$ cat src/rtl/stump_sequencer_if.sv
// Sequencer bus: memory handshake, IR opcode, debug requests, and the control/status outputs.
// The slave modport is the sequencer; the master modport is the memory/debug/decoder side.
interface stump_sequencer_if #(
  parameter int unsigned COUNT_W = 16
);
  logic [15:0]        ir;
  logic               mem_ready;
  logic               halt_req;
  logic               run_req;
  logic               step_req;
  logic [1:0]         state;
  logic               core_en;
  logic               ir_en;
  logic               stall;
  logic               instr_done;
  logic               halted;
  logic               mem_timeout;
  logic [COUNT_W-1:0] instr_count;

  modport master (
    output ir, mem_ready, halt_req, run_req, step_req,
    input  state, core_en, ir_en, stall, instr_done, halted, mem_timeout, instr_count
  );

  modport slave (
    input  ir, mem_ready, halt_req, run_req, step_req,
    output state, core_en, ir_en, stall, instr_done, halted, mem_timeout, instr_count
  );
endinterface

$ cat src/rtl/stump_sequencer.sv
// Stump FETCH/EXECUTE/MEMORY sequencer with debug halt/run/step, memory-wait timeout and retire counter.
// One state per cycle; holds on mem_ready=0 in memory states, timing out after MAX_WAIT stalled cycles.
module stump_sequencer #(
  parameter int unsigned MAX_WAIT  = 15,
  parameter bit          RESET_RUN = 1'b1,
  parameter int unsigned COUNT_W   = 16
) (
  input logic              clk,
  input logic              rst,
  stump_sequencer_if.slave bus
);

  typedef enum logic [1:0] {
    S_FETCH   = 2'b00,
    S_EXECUTE = 2'b01,
    S_MEMORY  = 2'b10,
    S_ILLEGAL = 2'b11
  } state_e;

  localparam logic [7:0] WAIT_LAST = 8'(MAX_WAIT - 1);

  state_e             state_q, state_d;
  logic               halted_q, halted_d;
  logic               timeout_q, timeout_d;
  logic               pend_q, pend_d;
  logic               step_q, step_d;
  logic [7:0]         wait_q, wait_d;
  logic [COUNT_W-1:0] count_q, count_d;

  logic is_ldst;
  logic mem_state;
  logic stall;
  logic core_en;
  logic instr_done;
  logic ir_unused;

  assign is_ldst   = (bus.ir[15:13] == 3'b110);
  assign ir_unused = ^bus.ir[12:0];
  assign mem_state = (state_q == S_FETCH) || (state_q == S_MEMORY);
  assign stall     = !halted_q && mem_state && !bus.mem_ready;
  // The illegal encoding never commits; it only recovers to FETCH.
  assign core_en   = !halted_q && !stall && (state_q != S_ILLEGAL);
  assign instr_done = core_en &&
                      (((state_q == S_EXECUTE) && !is_ldst) || (state_q == S_MEMORY));

  always_comb begin
    state_d   = state_q;
    halted_d  = halted_q;
    timeout_d = timeout_q;
    pend_d    = pend_q;
    step_d    = step_q;
    count_d   = count_q;
    wait_d    = stall ? (wait_q + 8'd1) : 8'd0;

    if (state_q == S_ILLEGAL) begin
      state_d = S_FETCH;
    end else if (core_en) begin
      case (state_q)
        S_FETCH:   state_d = S_EXECUTE;
        S_EXECUTE: state_d = is_ldst ? S_MEMORY : S_FETCH;
        S_MEMORY:  state_d = S_FETCH;
        default:   state_d = S_FETCH;
      endcase
    end

    if (halted_q) begin
      // Step takes priority over run; a concurrent halt request keeps the core halted.
      if (!bus.halt_req) begin
        if (bus.step_req) begin
          halted_d = 1'b0;
          step_d   = 1'b1;
        end else if (bus.run_req) begin
          halted_d  = 1'b0;
          timeout_d = 1'b0;
        end
      end
    end else begin
      if (bus.halt_req) pend_d = 1'b1;
      if (instr_done) begin
        count_d = count_q + COUNT_W'(1);
        if (pend_d || step_q) begin
          halted_d = 1'b1;
          pend_d   = 1'b0;
          step_d   = 1'b0;
          state_d  = S_FETCH;
        end
      end
      if (stall && (wait_q == WAIT_LAST)) begin
        timeout_d = 1'b1;
        halted_d  = 1'b1;
        pend_d    = 1'b0;
        step_d    = 1'b0;
        wait_d    = 8'd0;
        state_d   = S_FETCH;
      end
    end
  end

  always_ff @(posedge clk) begin
    if (!rst) begin
      state_q   <= S_FETCH;
      halted_q  <= !RESET_RUN;
      timeout_q <= 1'b0;
      pend_q    <= 1'b0;
      step_q    <= 1'b0;
      wait_q    <= 8'd0;
      count_q   <= '0;
    end else begin
      state_q   <= state_d;
      halted_q  <= halted_d;
      timeout_q <= timeout_d;
      pend_q    <= pend_d;
      step_q    <= step_d;
      wait_q    <= wait_d;
      count_q   <= count_d;
    end
  end

  assign bus.state       = state_q;
  assign bus.core_en     = core_en;
  assign bus.ir_en       = core_en && (state_q == S_FETCH);
  assign bus.stall       = stall;
  assign bus.instr_done  = instr_done;
  assign bus.halted      = halted_q;
  assign bus.mem_timeout = timeout_q;
  assign bus.instr_count = count_q;

endmodule

$ cat src/flat_wrapper.sv
// flat-port wrapper written by rule: the top's interface ports become plain ports
module stump_sequencer_flat 
#(
  parameter int unsigned MAX_WAIT  = 15,
  parameter bit          RESET_RUN = 1'b1,
  parameter int unsigned COUNT_W   = 16
)
  (clk, rst, bus_ir, bus_mem_ready, bus_halt_req, bus_run_req, bus_step_req, bus_state, bus_core_en, bus_ir_en, bus_stall, bus_instr_done, bus_halted, bus_mem_timeout, bus_instr_count);
  stump_sequencer_if #(.COUNT_W(COUNT_W)) bus_i ();
  input logic clk;
  input logic rst;
  input wire logic [$bits(bus_i.ir)-1:0] bus_ir;
  input wire logic [$bits(bus_i.mem_ready)-1:0] bus_mem_ready;
  input wire logic [$bits(bus_i.halt_req)-1:0] bus_halt_req;
  input wire logic [$bits(bus_i.run_req)-1:0] bus_run_req;
  input wire logic [$bits(bus_i.step_req)-1:0] bus_step_req;
  output wire logic [$bits(bus_i.state)-1:0] bus_state;
  output wire logic [$bits(bus_i.core_en)-1:0] bus_core_en;
  output wire logic [$bits(bus_i.ir_en)-1:0] bus_ir_en;
  output wire logic [$bits(bus_i.stall)-1:0] bus_stall;
  output wire logic [$bits(bus_i.instr_done)-1:0] bus_instr_done;
  output wire logic [$bits(bus_i.halted)-1:0] bus_halted;
  output wire logic [$bits(bus_i.mem_timeout)-1:0] bus_mem_timeout;
  output wire logic [$bits(bus_i.instr_count)-1:0] bus_instr_count;
  assign bus_i.ir = bus_ir;
  assign bus_i.mem_ready = bus_mem_ready;
  assign bus_i.halt_req = bus_halt_req;
  assign bus_i.run_req = bus_run_req;
  assign bus_i.step_req = bus_step_req;
  assign bus_state = bus_i.state;
  assign bus_core_en = bus_i.core_en;
  assign bus_ir_en = bus_i.ir_en;
  assign bus_stall = bus_i.stall;
  assign bus_instr_done = bus_i.instr_done;
  assign bus_halted = bus_i.halted;
  assign bus_mem_timeout = bus_i.mem_timeout;
  assign bus_instr_count = bus_i.instr_count;
  stump_sequencer #(.MAX_WAIT(MAX_WAIT), .RESET_RUN(RESET_RUN), .COUNT_W(COUNT_W)) u_core (.clk(clk), .rst(rst), .bus(bus_i));
endmodule
$ cat config.mk
export PLATFORM = sky130hd
export DESIGN_NAME = stump_sequencer_flat
export DESIGN_NICKNAME = d
export VERILOG_FILES = /design/src/rtl/stump_sequencer_if.sv /design/src/rtl/stump_sequencer.sv /design/src/flat_wrapper.sv
export SDC_FILE = /design/constraint.sdc
export NUM_CORES = 1
export LEC_CHECK = 0
export BUFFER_PORTS_ARGS = -buffer_cell sky130_fd_sc_hd__buf_2
export CORE_MARGIN = 2
export CORE_UTILIZATION = 53
export DETAILED_ROUTE_END_ITERATION = 10
export PLACE_DENSITY_LB_ADDON = 0.25
export REMOVE_ABC_BUFFERS = 1
export SLEW_MARGIN = 30
export SYNTH_ARGS = -nofsm -noshare
export SYNTH_HDL_FRONTEND = slang
export SYNTH_SLANG_ARGS = --single-unit
$ cat constraint.sdc
create_clock -name clk -period 3.7 [get_ports clk]
set_input_delay 0.74 -clock clk [delete_from_list [all_inputs] [get_ports clk]]
set_output_delay 0.74 -clock clk [all_outputs]
set_load 0.05 [all_outputs]
---- Word-level counts from Yosys, hierarchy flattened ----
Cells that the tools add are included.
Widths: inputs -> output; s select.
storage, ports and cells
  logic and storage cells ................. 76
  input bits .............................. 22
  register bits after elaboration ......... 30
cells by class
  bitwise logic cells ..................... 1
  reductions and logical operators ........ 22
  add/sub/neg operators ................... 2
  equal/unequal tests ..................... 10
  mux-type cells .......................... 34
operator list
  operator               number
  $mux 8                 3
  $mux 1                 23
  $add 16x1->16 const B  1
  $mux 2                 7
  $ne 2x2->1 const B     5
  $add 8x1->8 const B    1
  $eq 8x4->1 const B     1
  $logic_and 1x1->1      8
  $reduce_and 4->1       2
  $reduce_bool 3->1      2
  $eq 2x2->1 const B     2
  $logic_not 1->1        4
  $pmux 2 s2             1
  $eq 3x3->1 const B     1
  $logic_or 1x1->1       3
  $eq 2x1->1 const B     1
  $logic_not 2->1        1
  $reduce_and 2->1       1
  $reduce_bool 2->1      1
  $not 1->1              1

---- Longest topological paths before layout ----
Gate-level depths: netlist (run 1).
  word-level depth ........................ 13
  gate-level depth with buffers ........... 6
  depth with buffers taken out ............ 6

---- Least setup slack after synthesis (run 1) ----
OpenSTA, ideal clock, no wires.
  path kind ............................... register -> output
  from .................................... register u_core.state_q[1] (netlist: u_core.bus.state[1])
  to ...................................... output port bus_ir_en
  path buffers ............................ 1
  arrival time ............................ 2411 ps
  required time ........................... 2960 ps
  stages on the path, launching flop included .. 3
  path slack .............................. 549 ps
  path through ............................ dfxtp_1 -> buf_6 -> nor4b_1
on the way
  word-level cells in the longest chain between the ends .. 8
ends and longest elaborated chain
  what                                                  line                                           source
  start: declaration                                    stump_sequencer.sv:22                          state_e state_q, state_d;
  start signal: assignment                              stump_sequencer.sv:109                         state_q <= state_d;
  $eq 2x2->1 / $logic_not 2->1 (equally long branches)  stump_sequencer.sv:39, stump_sequencer.sv:121
  $logic_or 1x1->1                                      stump_sequencer.sv:39                          assign mem_state = (state_q == S_FETCH) || (state_q == S_MEMORY);
  $logic_and 1x1->1 (2 in series)                       stump_sequencer.sv:40                          assign stall = !halted_q && mem_state && !bus.mem_ready;
  $logic_not 1->1                                       stump_sequencer.sv:42                          assign core_en = !halted_q && !stall && (state_q != S_ILLEGAL);
  $logic_and 1x1->1 (2 in series)                       stump_sequencer.sv:42
  $logic_and 1x1->1 *                                   stump_sequencer.sv:121                         assign bus.ir_en = core_en && (state_q == S_FETCH);
  end: declaration                                      flat_wrapper.sv:19                             output wire logic [$bits(bus_i.ir_en)-1:0] bus_ir_en;
Mark *: on every way between the ends. The rest lies on a longest branch, timed or not.

---- Worst setup path in the final report (run 1) ----
  from .................................... register u_core.state_q[1] (netlist: u_core.bus.state[1])
  to ...................................... output port bus_instr_done
on the way
  word-level cells in the longest chain between the ends .. 8
ends and longest elaborated chain
  what                                                  line                                          source
  $eq 2x2->1 / $logic_not 2->1 (equally long branches)  stump_sequencer.sv:39, stump_sequencer.sv:44
  $logic_or 1x1->1                                      stump_sequencer.sv:39
  $logic_and 1x1->1 (2 in series)                       stump_sequencer.sv:40
  $logic_not 1->1                                       stump_sequencer.sv:42
  $logic_and 1x1->1 (2 in series)                       stump_sequencer.sv:42
  $logic_and 1x1->1 *                                   stump_sequencer.sv:43                         assign instr_done = core_en &&
  end: declaration                                      flat_wrapper.sv:21                            output wire logic [$bits(bus_i.instr_done)-1:0] bus_instr_done;
Marked as above.

==> run summary, run 1 <==
Remaining antenna violation count after routing - 0
Peak VDD IR - 0.2799 mV
CP max-delay cell - dfxtp_1
Sw frac - 27.25%
Synth cell types - 37
Average size of a mapped cell - 8.674 sq um
M1 wire length - 1.345 mm
Inst Count DP - 219
Ys Warns - 0
Clk root buf - clkbuf_4
Total CTS buffers - 5
Slew @ Worst Pin - 0.5338 ns
R2R Setup Slk - 1.65 ns
Vias in the first global route - 1245
Grt total ovfl - 0
Clk sinks - 30
RR Endpoint - u_core.bus.instr_count[15]
Most common cell after layout, fill and taps aside - buf_2
Buf+Inv Stages, Crit Path - 2
Clock-pin slew on the worst setup and hold paths - 0.09 ns
Sequential power share - 55.6%
Max-slew violations - 0
WP data required - 2.96 ns
First-pass GRT wire length - 5.257 mm
WP data arrival - 2.06 ns
Mapped Area - 0.001423 sq mm
IO buf count - 32
Postcts setup bufs - 0
Die area - 0.003115 sq mm
Post-CTS Resized - 0
Final clock skew - 0.01052 ns
Synth Register Bits - 30
Row count - 18
Routed WL per cell - 13.23 um
Area grow syn2layout - 14.86%
RSZ-0062 raised after global routing - no
Core area - 0.002500 sq mm
Hold worst-path end - u_core.bus.instr_count[15]
NumNets Final - 221
Register Area - 600.6 sq um
DR iter-0 viols - 68
Largest net degree at the start of global routing - 17
Internal cell power - 438.8 uW
Rel. slew slack - 64.37%
Tcrit/Tclk final - 75.74%
Synth Instances - 164
DR WL met3 - 180 um
RD Place Congestion - 0.8636
Multi-input logic area - 734.5 sq um
Crit Path Class - flop to output port
Leakage - 0.0006528 uW
Initial antenna violation count - 0
I/O pin total - 46
Half-perimeter wire length after placement - 2.129 mm
R2R Path Start - u_core.bus.state[1]
GRT Util Overall - 21.57%
Clock Power Share - 33.5%
Die Span Y - 55.81 um
Worst-Skew Late Latency - 0.33 ns
Hold_buf cts - 0
# fillers - 221
H-tree depth - 2
Fmax - 356.8 MHz
Psw - 164.4 uW
Worst-case reg-to-reg path depth - 4
Crit Path Max Fanout - 8
Uppermost layer routed - met4
Most frequent cells in the layout - 32 x buf_2, 30 x dfxtp_1, 16 x a21oi_1
Hold Crit Depth - 2
Met2 Wirelength - 1.418 mm
Hold WS - 0.4760 ns
Layout cells sized above 1 - 22.84%
Hold_sp - u_core.bus.instr_count[15]
Worst path top cell family by delay - simple AND/OR/NAND/NOR gates
Max incr delay on CP - 0.49 ns
Non-Filler Instances - 227
Final-report hold violation count - 0
Worst Hold Class - flop to flop
Post-Route WL - 3.003 mm
Type of origin of the critical path - flop
Status - completed
Final min period - 2.802 ns
Vias per Instance - 5.780
Maximum buffer depth of the clock tree - 2
Vias - 1312
Starting Density - 56.91%
Logic pwr share - 10.9%
Total Power - 603.1 uW
Inserted Diodes - 0
DRC violations left - 0
CTS tree - done
Crit path cell chain - and4bb_4, or3_2, inv_1, buf_2
Seq/Total Area, Yosys - 42.22%
MaxCap Viol Count - 0
Pwr dens - 369.1 mW/mm^2
First-pass detailed-route iteration total - 4
CP Capture Type - output port
Final-report setup violation count - 0
Die X-Extent - 55.81 um
Sum of negative setup slack - 0 ns
-- through the flow --
stage | util [%] | setup WS [ns] | area [sq um]
6_report | 65.37 | 0.8977 | 1634
4_1_cts | 65.37 | 0.9149 | 1634
5_1_grt | 65.37 | 0.7779 | 1634
3_3_place_gp | 62.96 | 0.9459 | 1574
2_1_floorplan | - | 0.5586 | 1376
3_5_place_dp | 62.96 | 0.9312 | 1574
-- flip-flops by register name, summed over array words and instances (netlist names) --
name                    flops
u_core.step_q               1
u_core.bus.state            2
u_core.wait_q               8
u_core.bus.mem_timeout      1
u_core.bus.halted           1
u_core.pend_q               1
u_core.bus.instr_count     16
-- worst reg2reg max path, stage by stage (launching register included) --
cell and delay [ns]:
dfxtp_1 0.49, and4bb_4 0.25, or4_4 0.59, or4_1 0.50, a21oi_1 0.14
-- cell usage after synthesis --
master    instances  area [sq um]
dfxtp_1          30         600.6
a21oi_1          16         80.08
nor2_1           14         52.55
inv_1            11         41.29
nand2_1           8         30.03
o21ai_0           8         40.04
nand3_1           7         35.03
or3_1             7         43.79
nand4_1           6         37.54
o31ai_1           5         37.54
or4_1             5         37.54
xor2_1            5         43.79
nor3_1            4         20.02
xnor2_1           4         35.03
and2_1            3         18.77
clkbuf_1          3         11.26
ha_1              3         37.54
a31oi_1           2         12.51
buf_6             2         22.52
mux2i_1           2         20.02
o211ai_1          2         15.01
or4_4             2         22.52
a211oi_1          1         7.510
and3_1            1         6.260
and4_1            1         8.760
and4bb_4          1         16.27
buf_2             1         5.000
buf_4             1         7.510
nand2b_1          1         6.260
nand3b_1          1         7.510
nor2b_1           1         6.260
nor4_1            1         6.260
nor4b_1           1         8.760
o21bai_4          1         18.77
o41ai_1           1         8.760
or2_2             1         6.260
or3_2             1         7.510
-- cell type report --
cell class	count	share of cell area [%]
multi-input combinational	116	44.95
sequential	30	36.75
timing repair buffer	32	9.801
clock buffer	7	3.369
inverter	11	2.527
tap	30	2.297
clock inverter	1	0.3063
-- worst max path at each step --
stage                     end  cells after the start                start
6_report       bus_instr_done                      4  u_core.bus.state[1]
5_1_grt        bus_instr_done                      4  u_core.bus.state[1]
4_1_cts        bus_instr_done                      4  u_core.bus.state[1]
3_5_place_dp   bus_instr_done                      5           bus_ir[15]
3_3_place_gp   bus_instr_done                      5           bus_ir[15]
2_1_floorplan       bus_ir_en                      1        bus_mem_ready
-- kinds of logic (layout without fill, tap and decap cells) --
logic type	count (synthesis)	after routing	share of synthesized area [%]
flip-flops	30	30	42.22
AND/OR/NAND/NOR	66	66	26.56
XOR/XNOR	9	9	5.541
adder cells (fa/ha/maj)	3	3	2.639
AO/OA/AOI/OAI	36	36	15.48
buffers and inverters	18	51	6.156
multiplexers	2	2	1.407
-- routing by layer --
metal,track usage (%),vias to the layer above
li1,-,660
met4,11.56,0
met5,0,-
met3,7.442,5
met1,25.07,613
met2,34.86,34
-- power groups by stage --
stage          logic (uW)  clock network (uW)  registers [uW]
2_1_floorplan        38.5                   0             350
3_3_place_gp         63.9                   0             342
3_5_place_dp         65.5                   0             343
4_1_cts              65.6                 211             335
5_1_grt              71.8                 225             336
6_report             65.8                 202             335
Power figures use the tool's default switching activity.
==> inputs of run 2 (changes only) <==
--- a/config.mk
+++ b/config.mk
@@ -7,7 +7,7 @@
 export LEC_CHECK = 0
 export BUFFER_PORTS_ARGS = -buffer_cell sky130_fd_sc_hd__buf_2
 export CORE_MARGIN = 2
-export CORE_UTILIZATION = 53
+export CORE_UTILIZATION = 49
 export DETAILED_ROUTE_END_ITERATION = 10
 export PLACE_DENSITY_LB_ADDON = 0.25
 export REMOVE_ABC_BUFFERS = 1
==> constraint.sdc (replaced) <==
create_clock -name clk -period 2.62 [get_ports clk]
set_input_delay 0.524 -clock clk [delete_from_list [all_inputs] [get_ports clk]]
set_output_delay 0.524 -clock clk [all_outputs]
set_load 0.05 [all_outputs]
==> run summary, run 2 (synthesized netlist as in run 1, its figures left out) <==
Post-CTS Resized - 0
Worst Hold Class - primary input to flop
Sum of negative setup slack - 0 ns
Hold Crit Depth - 3
Most frequent cells in the layout - 32 x buf_2, 30 x dfxtp_1, 16 x a21oi_1
Clock-pin slew on the worst setup and hold paths - 0.09 ns
Final-report setup violation count - 0
Crit Path Class - flop to output port
Peak VDD IR - 0.6598 mV
RD Place Congestion - 0.7320
Routed WL per cell - 12.58 um
CP Capture Type - output port
Hold WS - 0.4706 ns
Most common cell after layout, fill and taps aside - buf_2
Initial antenna violation count - 0
Crit Path Max Fanout - 8
Starting Density - 51.59%
RSZ-0062 raised after global routing - no
Worst path top cell family by delay - simple AND/OR/NAND/NOR gates
Final min period - 2.529 ns
GRT met3 Usage - 6.027%
GRT Max-Usage Layer - met2
Tcrit/Tclk final - 96.53%
Remaining antenna violation count after routing - 0
Vias - 1283
Worst-Skew Late Latency - 0.33 ns
WP depth - 4
Buf+Inv Stages, Crit Path - 2
WP data required - 2.10 ns
GRT met1 Usage - 20.76%
Post-Route WL - 2.869 mm
Worst-case reg-to-reg path depth - 4
First-pass detailed-route iteration total - 4
Core area - 0.002758 sq mm
DRC violations left - 0
Pwr dens - 555.5 mW/mm^2
Rel. slew slack - 65.82%
Largest net degree at the start of global routing - 17
Maximum buffer depth of the clock tree - 2
Die X-Extent - 57.88 um
Die Span Y - 57.88 um
DR iter-0 viols - 62
CP max-delay cell - dfxtp_1
Vias per Instance - 5.627
Fmax - 395.4 MHz
Clk sinks - 30
IO buf count - 32
Postcts setup bufs - 0
Max-slew violations - 0
Row count - 19
Final Cell Area - 0.001650 sq mm
H-tree depth - 2
Status - completed
# fillers - 267
MaxCap Viol Count - 0
Max FFs per register - 16
Final-report hold violation count - 0
Total Power - 916.8 uW
Half-perimeter wire length after placement - 2.187 mm
I/O pin total - 46
Slew @ Worst Pin - 0.5122 ns
Clk root buf - clkbuf_4
Layout cells sized above 1 - 22.34%
Die area - 0.003350 sq mm
Total CTS buffers - 5
Met2 Track Usage GR - 33.93%
Vias in the first global route - 1168
Max incr delay on CP - 0.48 ns
Final clock skew - 0.006910 ns
NumNets Final - 221
Inserted Diodes - 0
Crit path cell chain - and4bb_4, or3_2, inv_1, buf_2
Leakage - 0.0006570 uW
Hold_buf cts - 0
First-pass GRT wire length - 4.802 mm
GRT Util Overall - 18.91%
Placed cell area - 0.001575 sq mm
Type of origin of the critical path - flop
CTS tree - done
Area grow syn2layout - 16.01%
Grt total ovfl - 0
WP data arrival - 2.01 ns
[run 2: cell count changes in the layout (fill, tap and decap cells not counted), sizes merged]
cell and change:
bufinv +1, clkinv -1
[run 2: final cells by class]
| cell class | count | area, sq um | share of cell area (%) |
|---|---|---|---|
| Multi-Input combinational cell | 116 | 734.5 | 44.50 |
| Sequential cell | 30 | 600.6 | 36.39 |
| Timing Repair Buffer | 32 | 160.2 | 9.704 |
| Clock buffer | 7 | 45.04 | 2.729 |
| Inverter | 11 | 41.29 | 2.502 |
| Tap cell | 31 | 38.79 | 2.350 |
| Clock inverter | 1 | 30.03 | 1.820 |
[run 2: worst paths after layout]
| path | startpoint | endpoint | slack (ns) |
|---|---|---|---|
| max | u_core.bus.state[1] | bus_instr_done | 0.09 |
| min reg2reg | u_core.bus.mem_timeout | u_core.bus.mem_timeout | 0.48 |
| min | bus_step_req | u_core.step_q | 0.47 |
| max reg2reg | u_core.bus.state[1] | u_core.bus.instr_count[15] | 0.57 |
[run 2: metrics by stage]
step,setup slack (ns),util (%),instances
3_3_place_gp,0.3083,57.12,220
4_1_cts,0.08044,59.85,228
2_1_floorplan,-0.2418,-,157
5_1_grt,0.007615,59.85,228
3_5_place_dp,0.3039,57.12,220
6_report,0.09095,59.85,228
[run 2: layer usage]
metal	up-vias	wire length [um]
met5	-	0
met4	0	44
met3	7	107
met2	16	1523
met1	606	1193
li1	654	-
[run 2: power by group]
part,switching (uW),internal [uW],leakage (uW),total [uW]
clock network,150,202,0.0000395,352
logic,64.7,27.0,0.000375,91.6
registers,9.98,463,0.000242,473
total,225,692,0.000657,917
[run 2: worst reg2reg max path: cells and delay by family (launching register included)]
family	cells	cell delay (ns)
AOI/OAI and AO/OA	1	0.16
and+or+nand+nor	3	1.35
DFF	1	0.48
==> inputs of run 3 (changes only) <==
==> constraint.sdc (replaced) <==
create_clock -name clk -period 2.62 [get_ports clk]
set_input_delay 0.393 -clock clk [delete_from_list [all_inputs] [get_ports clk]]
set_output_delay 0.393 -clock clk [all_outputs]
set_load 0.05 [all_outputs]
==> run summary, run 3 (synthesized netlist as in run 1, its figures left out) <==
Postcts setup bufs - 0
Starting Density - 51.59%
Crit Path Max Fanout - 9
H-tree depth - 2
Most common cell after layout, fill and taps aside - buf_2
Type of origin of the critical path - flop
CTS tree - done
Final clock skew - 0.006957 ns
Largest net degree at the start of global routing - 17
Final-report hold violation count - 0
Clk root buf - clkbuf_4
RSZ-0062 raised after global routing - no
DRC violations left - 0
Hold worst-path end - u_core.step_q
Vias - 1261
Final min period - 2.389 ns
Row count - 19
Clk sinks - 30
Core area - 0.002758 sq mm
Remaining antenna violation count after routing - 0
Worst Hold Class - primary input to flop
Fmax - 418.5 MHz
Setup ws final - 0.2306 ns
WP data required - 2.23 ns
GRT Util Overall - 18.19%
RR Endpoint - u_core.bus.instr_count[15]
Hold_buf cts - 0
Status - completed
DR iter-0 viols - 74
Hold Crit Depth - 3
First-pass detailed-route iteration total - 4
RD Place Congestion - 0.7317
R2R Path Start - u_core.bus.state[1]
Pwr dens - 516.5 mW/mm^2
Die area - 0.003350 sq mm
Inserted Diodes - 0
Max FFs per register - 16
Peak VDD IR - 0.5301 mV
Hold_sp - bus_step_req
Maximum buffer depth of the clock tree - 2
Initial antenna violation count - 0
Tcrit/Tclk final - 91.20%
Clock-pin slew on the worst setup and hold paths - 0.09 ns
Worst-Skew Late Latency - 0.32 ns
Half-perimeter wire length after placement - 2.107 mm
Area grow syn2layout - 14.95%
Post-Route WL - 2.818 mm
Most frequent cells in the layout - 32 x buf_2, 30 x dfxtp_1, 16 x a21oi_1
Die X-Extent - 57.88 um
Hold WS - 0.3533 ns
IO buf count - 32
Total Power - 844.7 uW
Post-CTS Resized - 0
Crit Path Class - flop to output port
Die Span Y - 57.88 um
First-pass GRT wire length - 4.623 mm
I/O pin total - 46
CP Capture Type - output port
WP data arrival - 2.00 ns
Dpl ws - 0.5673 ns
Leakage - 0.0006528 uW
Grt total ovfl - 0
MaxCap Viol Count - 0
Utilization after layout - 59.30%
Vias in the first global route - 1113
Routed WL per cell - 12.36 um
Final-report setup violation count - 0
Rel. slew slack - 66.19%
Slew @ Worst Pin - 0.5066 ns
R2R Setup Slk - 0.59 ns
Max-slew violations - 0
Total CTS buffers - 5
Vias per Instance - 5.531
Layout cells sized above 1 - 22.84%
NumNets Final - 221
Worst-case reg-to-reg path depth - 4
# fillers - 265
[run 3: how the worst max path moves through the flow]
| stage | from | cells past startpoint | to | slack [ns] |
|---|---|---|---|---|
| finish | u_core.bus.state[0] | 4 | bus_instr_done | 0.23 |
| global route | u_core.bus.state[0] | 4 | bus_instr_done | 0.14 |
| CTS | u_core.bus.state[1] | 4 | bus_instr_done | 0.21 |
| detailed placement | bus_ir[13] | 5 | bus_instr_done | 0.57 |
| global placement | bus_ir[15] | 5 | bus_instr_done | 0.57 |
| floorplan | u_core.bus.state[0] | 1 | bus_ir_en | -0.11 |
[run 3: area by class of cell]
cell class              instances  area, sq um  share of cell area [%]
clock inverters                 1        5.005                  0.3060
repair buffers                 32        160.2                   9.793
flip-flops and latches         30        600.6                   36.73
multi-input cells             116        734.5                   44.91
inverters                      11        41.29                   2.525
clock buffers                   7        55.05                   3.366
well taps                      31        38.79                   2.372
[run 3: through the flow]
step / setup TNS, ns / area, sq um / instances
2_1_floorplan: -0.1847 / 1376 / 157
3_3_place_gp: 0 / 1575 / 220
3_5_place_dp: 0 / 1575 / 220
4_1_cts: 0 / 1635 / 228
5_1_grt: 0 / 1635 / 228
6_report: 0 / 1635 / 228
[run 3: routing by layer]
layer,track usage [%],share of wire [%],vias up
li1,-,-,654
met4,6.977,1.3,0
met3,5.357,3.8,5
met2,31.49,52,16
met1,21.13,43,586
met5,0,0,-
[run 3: critical path, stage by stage, from the launching register on]
cell	delay [ns]
dfxtp_1	0.55
o21bai_4	0.13
or3_2	0.52
inv_1	0.18
buf_2	0.30
[run 3: report_power, final]
part	switching (uW)	internal [uW]	total, uW	leakage [uW]
Sequential	10.2	463	473	0.000242
Combinational	64.4	27.0	91.4	0.000375
Clock	150	130	280	0.0000353
Total	225	620	845	0.000653
